==> src/rtl/sm_trace_pkg.sv <==
// sm_trace_pkg: shared state encoding and entry layout for the trace buffer.
// An entry is packed as {pc, instr, stamp} with the stamp in the low bits.
package sm_trace_pkg;
    typedef enum logic [1:0] {
        TR_IDLE    = 2'd0,
        TR_CAPTURE = 2'd1,
        TR_HALTED  = 2'd2
    } tr_state_e;
    localparam int TR_STAMP_W = 16;
    localparam int TR_ENTRY_W = 64 + TR_STAMP_W;
    function automatic int tr_entry_w(int sw);
        return 64 + sw;
    endfunction
    function automatic int tr_instr_lsb(int sw);
        return sw;
    endfunction
    function automatic int tr_pc_lsb(int sw);
        return sw + 32;
    endfunction
endpackage

==> src/rtl/sm_trace_buffer_if.sv <==
// sm_trace_buffer_if: control, fetch-stream and read-port signals of the trace buffer.
interface sm_trace_buffer_if #(
    parameter int DEPTH_LOG2 = 4,
    parameter int STAMP_W    = 16
);
    logic                  start;
    logic                  clear;
    logic                  commit;
    logic [31:0]           pc;
    logic [31:0]           instr;
    logic                  rdReady;
    logic                  rdValid;
    logic [31:0]           rdPc;
    logic [31:0]           rdInstr;
    logic [STAMP_W-1:0]    rdStamp;
    logic [DEPTH_LOG2:0]   count;
    logic                  overflow;
    logic                  halt;
    logic [1:0]            state;
    modport master (
        output start, clear, commit, pc, instr, rdReady,
        input  rdValid, rdPc, rdInstr, rdStamp, count, overflow, halt, state
    );
    modport slave (
        input  start, clear, commit, pc, instr, rdReady,
        output rdValid, rdPc, rdInstr, rdStamp, count, overflow, halt, state
    );
endinterface

==> src/rtl/sm_trace_buffer_fifo.sv <==
// sm_trace_fifo: synchronous first-word-fall-through FIFO with flush.
// A push while full is accepted only when a pop frees the slot in the same cycle.
module sm_trace_fifo #(
    parameter int WIDTH      = 80,
    parameter int DEPTH_LOG2 = 4
) (
    input  logic                  clk,
    input  logic                  rst,
    input  logic                  flush_i,
    input  logic                  push_i,
    input  logic                  pop_i,
    input  logic [WIDTH-1:0]      data_i,
    output logic [WIDTH-1:0]      data_o,
    output logic                  full_o,
    output logic                  empty_o,
    output logic [DEPTH_LOG2:0]   count_o
);
    localparam int DEPTH = 1 << DEPTH_LOG2;
    logic [WIDTH-1:0]      mem_q [DEPTH];
    logic [DEPTH_LOG2-1:0] wr_q, rd_q;
    logic [DEPTH_LOG2:0]   cnt_q;
    logic                  push, pop;
    assign empty_o = cnt_q == '0;
    assign full_o  = cnt_q == (DEPTH_LOG2+1)'(DEPTH);
    assign pop     = pop_i && !empty_o;
    assign push    = push_i && (!full_o || pop);
    assign count_o = cnt_q;
    assign data_o  = empty_o ? '0 : mem_q[rd_q];
    always_ff @(posedge clk) begin
        if (rst || flush_i) begin
            wr_q  <= '0;
            rd_q  <= '0;
            cnt_q <= '0;
        end else begin
            wr_q  <= wr_q + DEPTH_LOG2'(push);
            rd_q  <= rd_q + DEPTH_LOG2'(pop);
            cnt_q <= cnt_q + (DEPTH_LOG2+1)'(push) - (DEPTH_LOG2+1)'(pop);
        end
    end
    always_ff @(posedge clk) begin
        if (push && !flush_i) mem_q[wr_q] <= data_i;
    end
endmodule

==> src/rtl/sm_trace_buffer.sv <==
// sm_trace_buffer: captures the committed fetch stream with cycle stamps into a FIFO,
// with a cycle limit that halts capture deterministically.
module sm_trace_buffer
    import sm_trace_pkg::*;
#(
    parameter int DEPTH_LOG2  = 4,
    parameter int CYCLE_LIMIT = 120,
    parameter int STAMP_W     = TR_STAMP_W
) (
    input logic                clk,
    input logic                rst,
    sm_trace_buffer_if.slave   bus
);
    localparam int ENTRY_W   = tr_entry_w(STAMP_W);
    localparam int INSTR_LSB = tr_instr_lsb(STAMP_W);
    localparam int PC_LSB    = tr_pc_lsb(STAMP_W);
    tr_state_e          state_q;
    logic [STAMP_W-1:0] cnt_q;
    logic               overflow_q, halt_q;
    logic               full, empty, push, drop, hit;
    logic [ENTRY_W-1:0] head;
    assign push = state_q == TR_CAPTURE && bus.commit && !bus.clear;
    // full implies non-empty, so any rdReady frees a slot this cycle
    assign drop = push && full && !bus.rdReady;
    assign hit  = CYCLE_LIMIT != 0 && int'(cnt_q) + 1 == CYCLE_LIMIT;
    sm_trace_fifo #(.WIDTH(ENTRY_W), .DEPTH_LOG2(DEPTH_LOG2)) u_fifo (
        .clk     (clk),
        .rst     (rst),
        .flush_i (bus.clear),
        .push_i  (push),
        .pop_i   (bus.rdReady),
        .data_i  ({bus.pc, bus.instr, cnt_q}),
        .data_o  (head),
        .full_o  (full),
        .empty_o (empty),
        .count_o (bus.count)
    );
    always_ff @(posedge clk) begin
        if (rst || bus.clear) begin
            state_q    <= TR_IDLE;
            cnt_q      <= '0;
            overflow_q <= 1'b0;
            halt_q     <= 1'b0;
        end else begin
            if (drop) overflow_q <= 1'b1;
            case (state_q)
                TR_IDLE: if (bus.start) state_q <= TR_CAPTURE;
                TR_CAPTURE: begin
                    cnt_q <= &cnt_q ? cnt_q : cnt_q + 1'b1;
                    if (hit) begin
                        state_q <= TR_HALTED;
                        halt_q  <= 1'b1;
                    end
                end
                default: ;
            endcase
        end
    end
    assign bus.rdValid  = !empty;
    assign bus.rdPc     = head[PC_LSB +: 32];
    assign bus.rdInstr  = head[INSTR_LSB +: 32];
    assign bus.rdStamp  = head[STAMP_W-1:0];
    assign bus.overflow = overflow_q;
    assign bus.halt     = halt_q;
    assign bus.state    = state_q;
endmodule

==> src/flat_wrapper.sv <==
// flat-port wrapper written by rule: the top's interface ports become plain ports
module sm_trace_buffer_flat import sm_trace_pkg::*;
#(
    parameter int DEPTH_LOG2  = 4,
    parameter int CYCLE_LIMIT = 120,
    parameter int STAMP_W     = TR_STAMP_W
)
  (clk, rst, bus_start, bus_clear, bus_commit, bus_pc, bus_instr, bus_rdReady, bus_rdValid, bus_rdPc, bus_rdInstr, bus_rdStamp, bus_count, bus_overflow, bus_halt, bus_state);
  sm_trace_buffer_if #(.DEPTH_LOG2(DEPTH_LOG2), .STAMP_W(STAMP_W)) bus_i ();
  input logic clk;
  input logic rst;
  input wire logic [$bits(bus_i.start)-1:0] bus_start;
  input wire logic [$bits(bus_i.clear)-1:0] bus_clear;
  input wire logic [$bits(bus_i.commit)-1:0] bus_commit;
  input wire logic [$bits(bus_i.pc)-1:0] bus_pc;
  input wire logic [$bits(bus_i.instr)-1:0] bus_instr;
  input wire logic [$bits(bus_i.rdReady)-1:0] bus_rdReady;
  output wire logic [$bits(bus_i.rdValid)-1:0] bus_rdValid;
  output wire logic [$bits(bus_i.rdPc)-1:0] bus_rdPc;
  output wire logic [$bits(bus_i.rdInstr)-1:0] bus_rdInstr;
  output wire logic [$bits(bus_i.rdStamp)-1:0] bus_rdStamp;
  output wire logic [$bits(bus_i.count)-1:0] bus_count;
  output wire logic [$bits(bus_i.overflow)-1:0] bus_overflow;
  output wire logic [$bits(bus_i.halt)-1:0] bus_halt;
  output wire logic [$bits(bus_i.state)-1:0] bus_state;
  assign bus_i.start = bus_start;
  assign bus_i.clear = bus_clear;
  assign bus_i.commit = bus_commit;
  assign bus_i.pc = bus_pc;
  assign bus_i.instr = bus_instr;
  assign bus_i.rdReady = bus_rdReady;
  assign bus_rdValid = bus_i.rdValid;
  assign bus_rdPc = bus_i.rdPc;
  assign bus_rdInstr = bus_i.rdInstr;
  assign bus_rdStamp = bus_i.rdStamp;
  assign bus_count = bus_i.count;
  assign bus_overflow = bus_i.overflow;
  assign bus_halt = bus_i.halt;
  assign bus_state = bus_i.state;
  sm_trace_buffer #(.DEPTH_LOG2(DEPTH_LOG2), .CYCLE_LIMIT(CYCLE_LIMIT), .STAMP_W(STAMP_W)) u_core (.clk(clk), .rst(rst), .bus(bus_i));
endmodule
==> config.mk <==
export PLATFORM = sky130hd
export DESIGN_NAME = sm_trace_buffer_flat
export DESIGN_NICKNAME = d
export VERILOG_FILES = /design/src/rtl/sm_trace_pkg.sv /design/src/rtl/sm_trace_buffer_if.sv /design/src/rtl/sm_trace_buffer_fifo.sv /design/src/rtl/sm_trace_buffer.sv /design/src/flat_wrapper.sv
export SDC_FILE = /design/constraint.sdc
export NUM_CORES = 1
export LEC_CHECK = 0
export ABC_CLOCK_PERIOD_IN_PS = 29900
export CAP_MARGIN = 10
export CORE_MARGIN = 1.5
export CORE_UTILIZATION = 60
export CTS_CLUSTER_DIAMETER = 30
export DETAILED_ROUTE_END_ITERATION = 7
export PLACE_DENSITY = 0.75
export SYNTH_ARGS = -nofsm -noshare
export SYNTH_HDL_FRONTEND = slang
export SYNTH_SLANG_ARGS = --single-unit
==> constraint.sdc <==
create_clock -name clk -period 29.9 [get_ports clk]
set_input_delay 8.97 -clock clk [delete_from_list [all_inputs] [get_ports clk]]
set_output_delay 8.97 -clock clk [all_outputs]
set_load 0.005 [all_outputs]
==> impl_metrics.py, run 1 <==
metrics = {
    "status": {
        "status": "completed",
    },
    "pwr": {
        "p_seq_share_pct": 40.8,
        "pwr-share-comb_pct": 10.4,
        "peakVddDrop_mv": 0.182,
        "leakagePower_nw": 18.8,
        "sw_frac_of_total_pct": 23.3,
        "clock_power_share_pct": 48.8,
        "p_switching_mw": 1.16,
        "power_mw": 4.97,
        "powerDensity_nw_per_um2": 82.6,
        "internal_power_mw": 3.81,
    },
    "setup_path": {
        "crit_path_max_fanout": 104,
        "start_kind": "register",
        "cp.arrival_ns": 5.13,
        "reg2reg_from": "u_core.bus.state[1]$_SDFFE_PP0P_",
        "required_ns": 20.93,
        "crit_type": "reg2out",
        "r2r_cells": 8,
        "r2r_setup_slack_ns": 25.79,
        "worstSetupStartpoint": "u_core.u_fifo.rd_q[0]$_SDFF_PP0_",
        "worstSetupEndpointType": "primary output",
    },
    "timing": {
        "layout_min_cycle_time_ns": 14.10,
        "slew_viol_final": 0,
        "period_share_pct": 47.2,
        "setup_tns_ns": 0,
        "fin_hold_ws_ns": 0.494,
        "tightestPinTransition_ns": 1.20,
        "final-setup-viol-count": 0,
        "grt_setup_unrepaired": "no",
        "clock.fmax_mhz": 70.9,
        "clock_skew_ns": 0.0239,
        "max_slew_margin_pct": 20.1,
        "finalHoldViolCount": 0,
    },
    "cts": {
        "htree_num_levels": 4,
        "clock-root-buffer": "clkbuf_16",
        "cts_resized": 0,
        "cts_buffer_depth": 3,
        "numClockSinks": 1313,
        "cts_setup_buffers": 0,
        "clk_latency_ns": 0.79,
        "clk_pin_slew_ns": 0.04,
        "numCtsBuffers": 203,
        "cts_hold_buf": 0,
        "cts_tree": "yes",
    },
    "drt": {
        "post-route-drc-count": 0,
        "ant_nets": 0,
        "post_drt_via_cell_ratio": 6.72,
        "drt_pass1_iterations": 5,
        "wire_per_inst_um": 33.4,
        "drtIter0Drc": 2985,
        "num_vias": 24400,
        "wl_mm": 121,
    },
    "yosys": {
        "synth_seq_cells": 1313,
        "synth_nets": 2153,
        "synth_ff_type": "edfxtp_1",
        "synth_area_um2": 50200,
        "yosysSeqAreaShare_pct": 77.9,
        "syn_inst": 2071,
        "synthArstFlopShare_pct": 0,
        "yosysWarnings": 0,
        "synthDistinctLibCells": 41,
        "synth-edff-count": 1280,
        "syn_area_per_cell_um2": 24.2,
    },
    "hold_path": {
        "whs_path_depth": 2,
        "min_from": "u_core.bus.overflow$_SDFFE_PP0P_",
        "hp-class": "reg2reg",
    },
    "cells_and_area": {
        "final_cell_mix": "edfxtp_1 (1280), mux4_2 (400), clkbuf_16 (205)",
        "multi_input_area_um2": 10700,
        "syn_to_final_growth_pct": 20.0,
        "seq_area_um2": 39100,
        "final_common_cell": "edfxtp_1",
        "fillers": 4203,
        "drive_above_1_share_pct": 31.6,
        "nNetsFinal": 2456,
    },
    "global_route": {
        "grt_usage_pct": 29.2,
        "grt_pass1_wl_mm": 176,
        "grt_max_degree": 173,
        "antenna_found_initial": 7,
        "grt_pass1_vias": 25600,
        "gr-total-overflow": 0,
    },
    "die": {
        "initial_core_util_pct": 60.9,
        "die_h_um": 292,
        "die_x_um": 292,
        "core_um2": 82400,
        "num_rows": 105,
        "die_area_um2": 85300,
        "io_pins": 160,
    },
    "placed_design": {
        "gp_congestion": 0.748,
        "hpwl_mm": 51.7,
        "io_buffer_count": 159,
    },
    "job": {
        "drv_cap": 0,
    },
}
-- worst max-delay path: stages (launching register included) --
cell and delay, ns:
dfxtp_4 0.80, buf_12 0.59, buf_4 0.85, mux4_2 0.64, mux4_2 0.50, nor2b_1 0.17
clkdlybuf4s50_1 0.55
-- metrics by stage --
step | util, % | worst slack (ns) | instance area [um2] | std cells
4_1_cts | 73.0 | 15.62 | 60200 | 3619
5_1_grt | 73.0 | 15.44 | 60200 | 3623
2_1_floorplan | - | 13.97 | 50200 | 2071
3_5_place_dp | 64.5 | 16.52 | 53100 | 3238
3_3_place_gp | 64.5 | 16.55 | 53100 | 3238
6_report | 73.1 | 15.80 | 60200 | 3624
-- sequential cells by signal, indices dropped and copies added (netlist names) --
signal	flops
u_core.cnt_q	16
u_core.u_fifo.mem_q	1280
u_core.bus.halt	1
u_core.u_fifo.count_o	5
u_core.u_fifo.wr_q	4
u_core.bus.overflow	1
u_core.u_fifo.rd_q	4
u_core.bus.state	2
-- synth_stat cells, drive strengths merged (3+ instances only) --
cell	instances	share of area, %
a21oi	6	0.060
and2	7	0.087
and3	4	0.050
and4	3	0.052
buf	58	0.59
clkbuf	49	0.37
dfxtp	33	1.3
edfxtp	1280	77
ha	11	0.27
inv	8	0.060
mux4	400	18
nand2	8	0.060
nand2b	3	0.037
nand3	13	0.13
nand4	4	0.050
nor2	43	0.32
nor2b	84	1.0
nor3	6	0.060
nor3b	3	0.045
o21ai	3	0.030
xnor2	8	0.14
xor2	15	0.26
-- cell families (layout without fill, tap and decap cells) --
| logic type | Yosys count | in the layout | share of synthesized area [%] |
|---|---|---|---|
| flops | 1313 | 1313 | 77.9 |
| fa+ha+maj | 12 | 12 | 0.314 |
| xor+xnor | 23 | 23 | 0.402 |
| simple gates | 188 | 188 | 2.09 |
| compound gates | 19 | 19 | 0.252 |
| mux | 401 | 401 | 18.0 |
| buf+inv | 115 | 594 | 1.01 |
| other cells | 0 | 4 | 0 |
-- routing by layer --
layer	wire (um)	vias up	global-route usage, %
met3	11300	233	6.67
met1	45000	13000	39.7
met5	27	-	0
li1	-	9549	-
met4	3060	4	9.57
met2	61800	1577	47.5
-- power by group through the flow --
stage               registers, mW  clock network, mW  logic, mW
floorplan                    2.06                  0      0.270
global placement             2.06                  0      0.510
detailed placement           2.06                  0      0.515
CTS                          2.03               2.44      0.528
global route                 2.03               2.52      0.550
finish                       2.03               2.42      0.518
-- final cells by class --
type,count,area share (%)
clock inverter,154,3.04
multi-input combinational,643,17.7
antenna,4,0.0166
sequential,1313,65.0
timing repair buffer,205,3.26
clock buffer,227,8.68
inverter,8,0.0499
tap,1070,2.22
-- path summary, 6_finish.rpt --
path                                                to
setup / recovery                       bus_rdStamp[11]
hold / removal        u_core.bus.overflow$_SDFFE_PP0P_
setup reg to reg  u_core.u_fifo.mem_q[4][69]$_DFFE_PP_
hold reg to reg       u_core.bus.overflow$_SDFFE_PP0P_
No activity file was read; power rests on OpenSTA's default activity.
==> run 2, diff against run 1 <==
- ABC_CLOCK_PERIOD_IN_PS: 29900 -> 14000
- clock period: 29.9 -> 14 ns (I/O delays scaled with it)
==> run 2 against run 1 <==
  * Critical path depth is the same
  * Sequential share of layout area shrank 0.26 points
  * Largest power group unchanged
  * Die area is the same
  * Largest cell class unchanged
  * Utilization grew 0.29 points
  * Setup slack lost 11 ns
  * Hold slack lost 0.027 ns
==> impl_metrics.py, run 2 (synthesized netlist as in run 1, its figures left out) <==
metrics = {
    "cts": {
        "clk_pin_slew_ns": 0.05,
        "cts_tree": "yes",
        "cts_hold_buf": 0,
        "numCtsBuffers": 204,
        "cts_resized": 0,
        "clk_latency_ns": 0.78,
        "clock-root-buffer": "clkbuf_16",
        "htree_num_levels": 4,
        "cts_setup_buffers": 0,
        "cts_buffer_depth": 3,
        "numClockSinks": 1313,
    },
    "setup_path": {
        "r2r_end": "u_core.u_fifo.mem_q[9][8]$_DFFE_PP_",
        "reg2reg_from": "u_core.bus.state[1]$_SDFFE_PP0P_",
        "r2r_cells": 9,
        "worstSetupEndpointType": "primary output",
        "r2r_setup_slack_ns": 9.70,
        "required_ns": 9.80,
        "start_kind": "register",
        "cp.arrival_ns": 5.24,
        "crit_type": "reg2out",
        "crit_path_max_fanout": 70,
    },
    "global_route": {
        "grt_pass1_wl_mm": 175,
        "gr-total-overflow": 0,
        "grt_pass1_vias": 25600,
        "antenna_found_initial": 9,
        "grt_max_degree": 122,
        "grt_usage_pct": 28.9,
    },
    "timing": {
        "finalHoldViolCount": 0,
        "grt_setup_unrepaired": "no",
        "slew_viol_final": 0,
        "max_slew_margin_pct": 24.3,
        "setup_tns_ns": 0,
        "clock.fmax_mhz": 106,
        "final-setup-viol-count": 0,
        "layout_min_cycle_time_ns": 9.44,
        "clock_skew_ns": 0.0377,
        "tightestPinTransition_ns": 1.13,
        "period_share_pct": 67.4,
    },
    "pwr": {
        "peakVddDrop_mv": 0.298,
        "leakagePower_nw": 18.9,
        "powerDensity_nw_per_um2": 177,
    },
    "job": {
        "drv_cap": 0,
    },
    "die": {
        "core_um2": 82400,
        "die_x_um": 292,
        "initial_core_util_pct": 60.9,
        "io_pins": 160,
        "die_area_um2": 85300,
        "num_rows": 105,
        "die_h_um": 292,
    },
    "drt": {
        "wire_per_inst_um": 33.9,
        "wl_mm": 123,
        "post_drt_via_cell_ratio": 6.69,
        "post-route-drc-count": 0,
        "drtIter0Drc": 3242,
        "num_vias": 24300,
        "ant_nets": 0,
        "drt_pass1_iterations": 5,
    },
    "placed_design": {
        "hpwl_mm": 51.5,
        "placed_area_um2": 53100,
        "gp_congestion": 0.740,
        "io_buffer_count": 159,
    },
    "hold_path": {
        "whs_path_depth": 1,
        "min_from": "u_core.bus.halt$_SDFFE_PP0P_",
        "hold_end": "u_core.bus.halt$_SDFFE_PP0P_",
        "hp-class": "reg2reg",
    },
    "cells_and_area": {
        "fillers": 4246,
        "final_cell_mix": "edfxtp_1 (1280), mux4_2 (400), clkbuf_16 (205)",
        "largest-register": "u_core.u_fifo.mem_q",
        "design_area_um2": 60400,
        "final_common_cell": "edfxtp_1",
        "drive_above_1_share_pct": 32.0,
        "syn_to_final_growth_pct": 20.4,
        "largest_register_ffs": 1280,
        "nNetsFinal": 2459,
    },
    "status": {
        "status": "completed",
    },
}
## run 2: where the power goes
part	leakage [nW]	internal, mW	switching (mW)	total [mW]
Sequential	12.0	4.31	0.0155	4.33
Combinational	3.41	0.570	0.536	1.11
Clock	3.43	3.34	1.94	5.28
Total	18.9	8.22	2.49	10.7
## run 2: worst max-delay path, stage by stage, from the launching register on
cell and delay [ns]:
dfxtp_4 0.85, buf_4 0.90, buf_4 0.87, mux4_2 0.42, mux4_2 0.58, nor2b_1 0.18, clkdlybuf4s50_1 0.48
## run 2: how the worst max path moves through the flow
stage | from | end | slack (ns) | depth (start not counted)
final | u_core.u_fifo.rd_q[1]$_SDFF_PP0_ | bus_rdStamp[4] | 4.56 | 6
after global routing | u_core.u_fifo.rd_q[0]$_SDFF_PP0_ | bus_rdInstr[11] | 4.43 | 6
after CTS | u_core.u_fifo.rd_q[1]$_SDFF_PP0_ | bus_rdStamp[4] | 4.61 | 6
after detailed placement | u_core.u_fifo.rd_q[1]$_SDFF_PP0_ | bus_rdStamp[4] | 5.44 | 6
after global placement | u_core.u_fifo.rd_q[1]$_SDFF_PP0_ | bus_rdStamp[4] | 5.50 | 6
after floorplan | bus_clear | u_core.u_fifo.mem_q[0][0]$_DFFE_PP_ | 2.84 | 5
## run 2: metrics by stage
stage	power [mW]	worst slack [ns]	hold WS [ns]	instances	util [%]
after floorplan	4.97	2.84	0.460	2071	-
after global placement	5.49	5.50	0.454	3241	64.5
after detailed placement	5.51	5.44	0.463	3241	64.5
after CTS	10.8	4.61	0.474	3627	73.3
after global routing	11.0	4.43	0.505	3632	73.3
final	10.7	4.56	0.466	3632	73.3
## run 2: layer usage
metal  track usage, %  part of all wire, %  vias to the layer above
met1             39.6                   37                    12900
li1                 -                    -                     9558
met5                0                0.049                        -
met4             9.22                  2.4                        8
met3             6.83                  9.4                      223
met2             46.8                   51                     1615
## run 2: layout make-up
type / count / area (um2) / share of cell area [%]
flip-flops and latches: 1313 / 39100 / 64.7
diodes: 5 / 12.5 / 0.0207
repair buffers: 207 / 1980 / 3.27
inverters: 8 / 30.0 / 0.0497
well taps: 1070 / 1340 / 2.22
clock inverters: 164 / 2080 / 3.44
clock buffers: 222 / 5190 / 8.60
multi-input cells: 643 / 10700 / 17.7
==> run 3, diff against run 2 <==
- ABC_CLOCK_PERIOD_IN_PS: 14000 -> 7700
- CORE_UTILIZATION: 60 -> 55
- PLACE_DENSITY: 0.75 -> 0.72
- clock period: 14 -> 7.7 ns (I/O delays scaled with it)
==> run 3 against run 2 <==
  * Non-clock buffer count is 6 higher
  * Register-to-register slack lost 5.6 ns
  * Utilization is 5.2 points lower
  * Die area increased by 9.0%
  * Total power rose by 87%
  * Via count fell by 2.9%
  * Hold slack better by 0.031 ns
  * Clock power is 93% higher
  * Wire length decreased by 6.3%
  * Largest power group unchanged
==> impl_metrics.py, run 3 (synthesized netlist as in run 1, its figures left out) <==
metrics = {
    "job": {
        "drv_cap": 0,
    },
    "global_route": {
        "grt_max_degree": 77,
        "grt_pass1_wl_mm": 170,
        "grt_usage_pct": 25.5,
        "antenna_found_initial": 8,
        "grt_pass1_vias": 25200,
        "gr-total-overflow": 0,
    },
    "setup_path": {
        "required_ns": 5.39,
        "path_delay_family": "multiplexers",
        "r2r_setup_slack_ns": 4.08,
        "crit_path_max_fanout": 60,
        "worstSetupEndpointType": "primary output",
        "r2r_end": "u_core.u_fifo.count_o[4]$_SDFF_PP0_",
        "cp.arrival_ns": 4.05,
        "max_stage_delay_ns": 0.89,
        "cp_slowest_cell": "dfxtp_4",
        "r2r_cells": 14,
        "cpMostUsedCell": "mux4_2",
        "reg2reg_from": "u_core.u_fifo.count_o[3]$_SDFF_PP0_",
        "timing.critical_path.cells": "buf_12 -> mux4_2 -> mux4_2 -> nor2b_1 -> clkdlybuf4s50_1",
        "crit_type": "reg2out",
        "crit_buf_inv": 2,
        "start_kind": "register",
    },
    "timing": {
        "clock.fmax_mhz": 157,
        "clock_skew_ns": 0.0283,
        "setup_tns_ns": 0,
        "final-setup-viol-count": 0,
        "layout_min_cycle_time_ns": 6.36,
        "slew_viol_final": 0,
        "tightestPinTransition_ns": 1.12,
        "grt_setup_unrepaired": "no",
        "finalHoldViolCount": 0,
        "period_share_pct": 82.5,
        "max_slew_margin_pct": 25.2,
        "final.setup.worst_slack_ns": 1.34,
    },
    "drt": {
        "drt_pass1_iterations": 5,
        "post-route-drc-count": 0,
        "wl_mm": 115,
        "num_vias": 23600,
        "ant_nets": 0,
        "wire_per_inst_um": 30.6,
        "post_drt_via_cell_ratio": 6.27,
        "drtIter0Drc": 2566,
    },
    "cts": {
        "clk_latency_ns": 0.79,
        "cts_buffer_depth": 3,
        "clock-root-buffer": "clkbuf_16",
        "htree_num_levels": 4,
        "numCtsBuffers": 215,
        "cts_resized": 0,
        "cts_hold_buf": 0,
        "cts_tree": "yes",
        "clk_pin_slew_ns": 0.05,
        "cts_setup_buffers": 0,
        "numClockSinks": 1313,
    },
    "die": {
        "die_x_um": 305,
        "num_rows": 110,
        "die_h_um": 305,
        "io_pins": 160,
        "die_area_um2": 93000,
        "initial_core_util_pct": 55.6,
        "core_um2": 90100,
    },
    "hold_path": {
        "hold_end": "u_core.bus.halt$_SDFFE_PP0P_",
        "hp-class": "reg2reg",
        "min_from": "u_core.bus.halt$_SDFFE_PP0P_",
        "whs_path_depth": 1,
    },
    "cells_and_area": {
        "final_common_cell": "edfxtp_1",
        "final_cell_mix": "edfxtp_1 (1280), mux4_2 (400), clkbuf_16 (216)",
        "syn_to_final_growth_pct": 22.5,
        "nNetsFinal": 2476,
        "largest-register": "u_core.u_fifo.mem_q",
        "design_area_um2": 61400,
        "final_util_pct": 68.2,
        "largest_register_ffs": 1280,
        "drive_above_1_share_pct": 33.1,
        "final_cells": 3766,
    },
    "placed_design": {
        "dp_cells": 3352,
        "gp_congestion": 0.721,
        "placed_area_um2": 53600,
        "dp_slack_ns": 2.13,
        "io_buffer_count": 159,
        "hpwl_mm": 52.5,
    },
    "pwr": {
        "powerDensity_nw_per_um2": 327,
        "peakVddDrop_mv": 0.350,
        "leakagePower_nw": 18.9,
    },
    "status": {
        "status": "completed",
    },
}
[run 3: cell count changes in the layout (fill, tap and decap cells not counted), moves of 5 or more]
cell	delta
buf_4	-14
clkinv_1	-5
clkinv_2	+12
bufinv_16	+7
inv_6	+9
clkbuf_16	+11
inv_8	-6
clkbuf_1	-6
buf_12	+20
[run 3: power by group]
part / switching (mW) / internal (mW) / total, mW
clock network: 3.60 / 6.58 / 10.2
logic: 0.957 / 1.05 / 2.01
registers: 0.0398 / 7.84 / 7.88
[run 3: metrics by stage]
step,power [mW],hold WS (ns)
5_1_grt,20.6,0.523
2_1_floorplan,9.04,0.460
3_5_place_dp,10.0,0.468
3_3_place_gp,10.0,0.455
4_1_cts,20.2,0.491
6_report,20.1,0.498
[run 3: worst register-to-register path, stage by stage, from the launching register on]
cell,delay [ns]
dfxtp_1,0.33
inv_1,0.09
ha_1,0.15
or3b_2,0.49
nor2_4,0.10
buf_4,0.52
nor2b_1,0.17
ha_1,0.32
inv_1,0.04
ha_1,0.20
fa_1,0.44
a21oi_1,0.15
nor2_1,0.07
or3_1,0.34
a21oi_1,0.14
[run 3: final cells by class]
cell class | count | area, um2
Inverter | 8 | 30.0
Sequential cell | 1313 | 39100
Tap cell | 1176 | 1470
Fill cell | 5223 | 28700
Antenna cell | 4 | 10.0
Multi-Input combinational cell | 643 | 10700
Timing Repair Buffer | 213 | 2270
Clock buffer | 228 | 5460
Clock inverter | 181 | 2400
[run 3: routing by layer]
layer | vias to the layer above | GRT usage (%) | wire length (um) | part of all wire (%)
met4 | 6 | 7.21 | 2150 | 1.9
met5 | - | 0 | 29 | 0.025
met1 | 12600 | 34.8 | 44600 | 39
met3 | 175 | 5.45 | 9130 | 7.9
met2 | 1212 | 42.0 | 59300 | 51
li1 | 9606 | - | - | -
[run 3: worst max path at each step]
stage / startpoint / endpoint / cells after the start
global placement: bus_clear / u_core.u_fifo.mem_q[7][14]$_DFFE_PP_ / 6
detailed placement: bus_clear / u_core.u_fifo.mem_q[7][28]$_DFFE_PP_ / 6
finish: u_core.u_fifo.rd_q[0]$_SDFF_PP0_ / bus_rdPc[22] / 5
CTS: u_core.u_fifo.rd_q[0]$_SDFF_PP0_ / bus_rdPc[22] / 5
floorplan: bus_clear / u_core.u_fifo.mem_q[12][0]$_DFFE_PP_ / 5
global route: u_core.u_fifo.rd_q[0]$_SDFF_PP0_ / bus_rdPc[25] / 5
